### config.mk
export PLATFORM = sky130hd
export DESIGN_NAME = gray_adder_arbiter
export DESIGN_NICKNAME = d
export VERILOG_FILES = /design/src/rtl/gray_adder_arbiter.sv
export SDC_FILE = /design/constraint.sdc
export NUM_CORES = 1
export LEC_CHECK = 0
export CORE_MARGIN = 2
export CORE_UTILIZATION = 32
export DETAILED_ROUTE_END_ITERATION = 7
export PLACE_DENSITY_LB_ADDON = 0.12
export SLEW_MARGIN = 0
export SYNTH_ARGS = -nofsm -noshare
export SYNTH_HDL_FRONTEND = slang
export SYNTH_SLANG_ARGS = --single-unit
### constraint.sdc
create_clock -name clk -period 3.6 [get_ports clk]
set_input_delay 1.08 -clock clk [delete_from_list [all_inputs] [get_ports clk]]
set_output_delay 1.08 -clock clk [all_outputs]
set_load 0.005 [all_outputs]
### src/rtl/gray_adder_arbiter.sv
// gray_adder_arbiter: shares one bit-serial gray_adder among NUM_REQ requesters.
// A round-robin pick selects one requester at a time. Its operands are held in
// local registers while the adder runs. The sum, or a watchdog error, is returned
// on a single result channel tagged with the requester index.
//
// Handshakes: a transfer happens on a rising clk edge where valid and ready are
// both 1. req_ready is a one-hot grant that is only offered in IDLE. Once
// res_valid is raised, it stays high with stable res_id/res_sum/res_err until
// res_ready is seen.
module gray_adder_arbiter #(
  parameter int NOF_BITS = 8,
  parameter int NUM_REQ  = 4,
  parameter int TIMEOUT  = 2*NOF_BITS+4,
  parameter int ID_W     = $clog2(NUM_REQ)
) (
  input  logic                        clk,
  input  logic                        rst_n,
  input  logic [NUM_REQ-1:0]          req_valid,
  output logic [NUM_REQ-1:0]          req_ready,
  input  logic [NUM_REQ*NOF_BITS-1:0] req_a,
  input  logic [NUM_REQ*NOF_BITS-1:0] req_b,
  input  logic [NUM_REQ-1:0]          req_pa,
  input  logic [NUM_REQ-1:0]          req_pb,
  output logic                        res_valid,
  input  logic                        res_ready,
  output logic [ID_W-1:0]             res_id,
  output logic [NOF_BITS-1:0]         res_sum,
  output logic                        res_err,
  output logic                        busy,
  output logic                        add_start,
  output logic [NOF_BITS-1:0]         add_a,
  output logic [NOF_BITS-1:0]         add_b,
  output logic                        add_pa,
  output logic                        add_pb,
  input  logic [NOF_BITS-1:0]         add_s,
  input  logic                        add_done
);

  localparam int WD_W = $clog2(TIMEOUT);

  typedef enum logic [1:0] {
    IDLE  = 2'd0,
    START = 2'd1,
    WAIT  = 2'd2,
    RESP  = 2'd3
  } state_t;

  state_t              state;
  logic [ID_W-1:0]     ptr;
  logic [ID_W-1:0]     id;
  logic [NOF_BITS-1:0] op_a;
  logic [NOF_BITS-1:0] op_b;
  logic                op_pa;
  logic                op_pb;
  logic [WD_W-1:0]     wdog;

  logic                win_found;
  logic [ID_W-1:0]     win_idx;
  logic [ID_W-1:0]     cand;
  logic [NOF_BITS-1:0] sel_a;
  logic [NOF_BITS-1:0] sel_b;
  logic                sel_pa;
  logic                sel_pb;

  // Round-robin search that starts just after the last winner, plus the winner's operand mux.
  always_comb begin
    win_found = 1'b0;
    win_idx   = '0;
    cand      = '0;
    for (int k = 1; k <= NUM_REQ; k++) begin
      cand = ID_W'((int'(ptr) + k) % NUM_REQ);
      if (!win_found && req_valid[cand]) begin
        win_found = 1'b1;
        win_idx   = cand;
      end
    end
    sel_a  = '0;
    sel_b  = '0;
    sel_pa = 1'b0;
    sel_pb = 1'b0;
    for (int i = 0; i < NUM_REQ; i++) begin
      if (win_idx == ID_W'(i)) begin
        sel_a  = req_a[i*NOF_BITS +: NOF_BITS];
        sel_b  = req_b[i*NOF_BITS +: NOF_BITS];
        sel_pa = req_pa[i];
        sel_pb = req_pb[i];
      end
    end
  end

  // Grant is offered only in IDLE. It is also held off while reset is asserted.
  always_comb begin
    req_ready = '0;
    if (rst_n && (state == IDLE) && win_found) req_ready[win_idx] = 1'b1;
  end

  // The adder always sees the captured operands, so they stay stable for the whole operation.
  always_comb begin
    add_a  = op_a;
    add_b  = op_b;
    add_pa = op_pa;
    add_pb = op_pb;
    res_id = id;
  end

  // Main FSM: accept -> pulse start -> wait for done or watchdog -> present result.
  always_ff @(posedge clk or negedge rst_n) begin
    if (!rst_n) begin
      state     <= IDLE;
      ptr       <= ID_W'(NUM_REQ-1);
      id        <= '0;
      op_a      <= '0;
      op_b      <= '0;
      op_pa     <= 1'b0;
      op_pb     <= 1'b0;
      wdog      <= '0;
      res_sum   <= '0;
      res_err   <= 1'b0;
      res_valid <= 1'b0;
      busy      <= 1'b0;
      add_start <= 1'b0;
    end else begin
      add_start <= 1'b0;
      case (state)
        IDLE: begin
          if (win_found) begin
            op_a      <= sel_a;
            op_b      <= sel_b;
            op_pa     <= sel_pa;
            op_pb     <= sel_pb;
            id        <= win_idx;
            ptr       <= win_idx;
            add_start <= 1'b1;
            busy      <= 1'b1;
            state     <= START;
          end
        end
        START: begin
          wdog  <= '0;
          state <= WAIT;
        end
        WAIT: begin
          // A done in the same cycle as the watchdog expiry still wins.
          if (add_done) begin
            res_sum   <= add_s;
            res_err   <= 1'b0;
            res_valid <= 1'b1;
            state     <= RESP;
          end else if (wdog == WD_W'(TIMEOUT-1)) begin
            res_sum   <= '0;
            res_err   <= 1'b1;
            res_valid <= 1'b1;
            state     <= RESP;
          end else begin
            wdog <= wdog + 1'b1;
          end
        end
        RESP: begin
          if (res_ready) begin
            res_valid <= 1'b0;
            busy      <= 1'b0;
            state     <= IDLE;
          end
        end
        default: begin
          res_valid <= 1'b0;
          busy      <= 1'b0;
          state     <= IDLE;
        end
      endcase
    end
  end

endmodule

== Yosys cells after proc, flatten, opt, wreduce, memory -nomap -nowiden ==
Index checks and enable logic that the tools add are counted.

* Register bits: 41
* Input port bits: 88
* Output and inout port bits: 36
* Logic and storage cells: 111

* Add/sub/neg operators: 5
* Magnitude comparators: 6
* Eq/ne operators: 12
* Muxes and demuxes: 54
* Reductions and logical operators: 21

{| class="wikitable"
|+ Operators by type and width
! cell !! count
|-
| $mux W8 || 10
|-
| $mux W1 || 24
|-
| $mux W2 || 8
|-
| $lt A2 B3 Y1 const B || 5
|-
| $reduce_and A3 Y1 || 4
|-
| $mux W5 || 2
|-
| $pmux W5 S2 || 1
|-
| $bmux W1 S2 || 4
|-
| $eq A2 B2 Y1 const B || 4
|-
| $ne A2 B2 Y1 const B || 4
|-
| $pmux W2 S4 || 1
|-
| $reduce_bool A2 Y1 || 4
|-
| $logic_and A1 B1 Y1 || 6
|-
| $add A5 B1 Y5 const B || 1
|-
| $eq A5 B5 Y1 const B || 1
|-
| $add A2 B1 Y2 const B || 2
|-
| $add A2 B2 Y2 const B || 2
|-
| $eq A2 B1 Y1 const B || 2
|-
| $logic_not A2 Y1 || 2
|-
| $mux W4 || 1
|-
| $pmux W1 S2 || 2
|-
| $reduce_and A2 Y1 || 2
|-
| $logic_not A1 Y1 || 3
|-
| $ne A3 B3 Y1 const B || 1
|-
| 2 further kinds || 2
|}

== Longest topological paths before layout ==
* Depth in word-level cells: 18
* Mapped depth: 8
* Depth with buffers taken out: 7

== Worst setup path after synthesis ==
OpenSTA, ideal clock, no wires.

* Kind: input-to-output
* Start point: in req_valid[1]
* End point: out req_ready[3]
* Arrival time: 1970 ps
* Data required time: 2520 ps
* Path slack: 550 ps
* Stages: 5
* Buffers on the path: 2
* Cells stage by stage: a21o_1 a31oi_4 buf_6 buf_6 nor3b_1

* Cells in the longest elaborated chain, start to end: 17
* Elaborated cells between the ends (all ways): 29
* Classes of those cells: 2 x order compare; 19 x mux; 8 x reduce/logical

{| class="wikitable"
|+ RTL lines
! item !! line !! RTL
|-
| from (decl) || 18 || <nowiki>input logic [NUM_REQ-1:0] req_valid,</nowiki>
|-
| $bmux W1 S2 || 72 || <nowiki>if (!win_found && req_valid[cand]) begin</nowiki>
|-
| $mux W1 (implied by the code) || 72 ||
|-
| $mux W1 || 72 ||
|-
| $logic_not A1 Y1 || 72 ||
|-
| $logic_and A1 B1 Y1 || 72 ||
|-
| $mux W1 || 72 ||
|-
| $logic_not A1 Y1 || 72 ||
|-
| $logic_and A1 B1 Y1 || 72 ||
|-
| $mux W1 || 72 ||
|-
| $logic_not A1 Y1 || 72 ||
|-
| $logic_and A1 B1 Y1 || 72 ||
|-
| $mux W2 || 72 ||
|-
| $lt A2 B3 Y1 (implied by the code) / $ge A2 B1 Y1 (equally long branches) || 94 || <nowiki>if (rst_n && (state == IDLE) && win_found) req_ready[win_idx] = 1'b1;</nowiki>
|-
| $logic_and A1 B1 Y1 (implied by the code) || 94 ||
|-
| $mux W1 (implied by the code) || 94 ||
|-
| $demux W1 S2 || 94 ||
|-
| $mux W4 * || 94 ||
|-
| to (decl) || 19 || <nowiki>output logic [NUM_REQ-1:0] req_ready,</nowiki>
|}

Every way passes the cells marked *; elsewhere a longest branch is shown, timed or not. The select of a mux whose other input is x is not followed.

== Final worst setup path ==
* Start point: in req_valid[2]
* End point: out req_ready[2]

The elaborated chain is that of the path after synthesis.

==> metrics.txt <==
Worst Tran Pin Value=1.13 ns; Die H=89.4 um; DR vias/cell=4.75; PD cells=671 nW/um^2; PortBufs=123; DRT Pass-1 Iters=4; first-pass GRT wire length=10200 um; vias in the first global route=2058; RSZ-0062 raised after global routing=false; GRT met2 Usage=27.5%; H-tree Lvls=2; Synth Area in Compound Gates=19.6%; Setup Crit Path Kind=in2out; hpwl dp=4900 um; pin count of the biggest net entering global routing=37; Syn Inst Count=206; # Max-Cap Violations=0; Final Util=53.5%; most frequent cells in the layout=114 x clkdlybuf4s50_1, 39 x dfrtp_1, 29 x mux2i_1; Final Cycle Share=98.3%; Layout Nets=431; Area growth, synth to finish=64.4%; Clk Latency, worst-skew pair=0.29 ns; fin cells=437; routed len/inst=14.9 um; CTS tree=yes; Fmax achieved=0.282 GHz; unique cell type count in the Yosys netlist=44; skew final=0.0120 ns; final hold vios=0; mapped cell area=2330 um^2; placed cells=429; initial core utilization=32.5%; Syn Area/Cell=11.3 um^2; GR Util All Layers=16.5%; run status=finished clean; total congestion overflow=0; simple-gate share of the synthesized area=11.3%; fin worst setup slack=0.0598 ns; Final setup viols=0; clock sink count=41; clk slew on worst S/H paths=0.09 ns; main combinational cell family by area after synthesis=compound AO/OA/AOI/OAI gates; DRC viols=0; FP Rows=31; crit path DAT=2.46 ns; critical path required time=2.52 ns; synthesis-stage register bit count=41; root buf cell=clkbuf_8; post-CTS setup buffer count=0; Synth Area in Adders=3.22%; Max Slew Vio Count=0; Power Total=2.58 mW; share of the yosys chip area belonging to registers=44.1%; most common cell after layout, fill and taps aside=clkdlybuf4s50_1; GR Util met1=21.3%; Worst Hold Class=reg2reg; Worst Path Max Fanout=6; ANT nets after route=0; Vias=2074; share of cells above drive strength 1=14.2%; Worst Hold Slack=0.487 ns; crit end category=output port; Leak=1.63 nW; chip width=89.4 um; drt first-iter violations=25; final wirelength=6510 um; VDD IR max=0.314 mV; finished layout cell area=3840 um^2; setup TNS=0 ns; core area=7180 um^2; # fillers=667; Final GP Congestion=0.703; initial antenna violation count=0; Yosys warnings=0; post-synthesis mux area share=16.8%; Top FF cell, synth=dfrtp_1; minimum clock period=3.54 ns; gr busiest metal=met2; Post-synth ARST share=100%; number of flops mapped to enable cells by yosys=0; crit start category=input pin; CTS buffer count=5; met3 Resource Use GR=4.99%; area of the die=8000 um^2; post-synthesis xor/xnor area fraction=1.13%; clock tree buffer depth=2; number of antenna diodes=0; dpl ws=-0.631 ns; I/O Pins=124; Rel. slew slack=24.7%; Post-DP Area=3690 um^2; post-synth net total=300
worst paths after layout:
| check | startpoint | end | slack, ns | depth (start not counted) |
|---|---|---|---|---|
| max reg2reg | state[1] | add_a[1] | 1.30 | 9 |
| max in group asynchronous | rst_n | ptr[1] | 2.23 | 2 |
| min reg2reg | add_a[7] | add_a[7] | 0.49 | 2 |
| min | add_a[7] | add_a[7] | 0.49 | 2 |
| max | req_valid[2] | req_ready[2] | 0.06 | 7 |
| min in group asynchronous | rst_n | busy | 0.64 | 1 |
registers in the layout, summed over array words and instances, names as in the netlist, 2 cells and up:
register and count:
res_id 2, ptr 2, wdog 5, add_b 8, state 2, res_sum 8, add_a 8
power by group:
group          leakage, nW  internal (mW)  switching (mW)
Sequential           0.493          0.678           0.127
Combinational         1.09          0.791           0.614
Clock               0.0552          0.206           0.159
metal layers:
| layer | wire length [um] | up-vias |
|---|---|---|
| met2 | 2980 | 80 |
| met4 | 44 | 0 |
| met3 | 561 | 4 |
| met5 | 0 | - |
| met1 | 2920 | 963 |
| li1 | - | 1027 |
worst max-delay path, cell delays in order:
cell	delay, ns
clkdlybuf4s15_1	0.25
nand2b_4	0.18
buf_4	0.14
o22a_1	0.22
o21a_4	0.16
and4_1	0.17
dlygate4sd2_1	0.26
cells by family (layout without fill, tap and decap cells):
logic type | count (synthesis) | in the layout
fa+ha+maj | 6 | 6
flops | 41 | 41
xor+xnor | 3 | 3
compound gates | 55 | 55
mux | 38 | 38
buf+inv | 14 | 146
simple gates | 49 | 49
layout make-up:
| cell class | count | area [um^2] | share of cell area, % |
|---|---|---|---|
| clock buffer | 6 | 72.6 | 1.89 |
| tap | 99 | 124 | 3.23 |
| timing repair buffer | 134 | 1300 | 33.9 |
| sequential | 41 | 1030 | 26.8 |
| inverter | 4 | 15.0 | 0.391 |
| multi-input combinational | 151 | 1260 | 32.8 |
| clock inverter | 2 | 35.0 | 0.913 |
Yosys cell counts (2+ instances only):
library cell | n | share of area [%]
dfrtp_1 | 39 | 42
mux2i_1 | 29 | 12
nand2_1 | 25 | 4.0
a21oi_1 | 10 | 2.1
a22o_1 | 10 | 3.8
o221ai_2 | 9 | 5.8
o22ai_1 | 9 | 2.4
mux2_1 | 7 | 3.4
o21ai_0 | 7 | 1.5
ha_1 | 6 | 3.2
nor2_1 | 5 | 0.80
buf_4 | 4 | 1.3
nand2b_1 | 4 | 1.1
buf_6 | 3 | 1.4
inv_1 | 3 | 0.48
o21a_1 | 3 | 0.96
clkbuf_1 | 2 | 0.32
dfstp_2 | 2 | 2.3
mux2_2 | 2 | 0.96
nor3b_1 | 2 | 0.64
xor2_1 | 2 | 0.75
what timing repair did:
item                                    in CTS  in global routing
hold buffers                                 0                  0
gates resized for setup                     15                  6
pin swaps                                    1                  1
endpoints found under the setup margin       4                  3
Note: power is estimated with default switching activity, not from simulation.
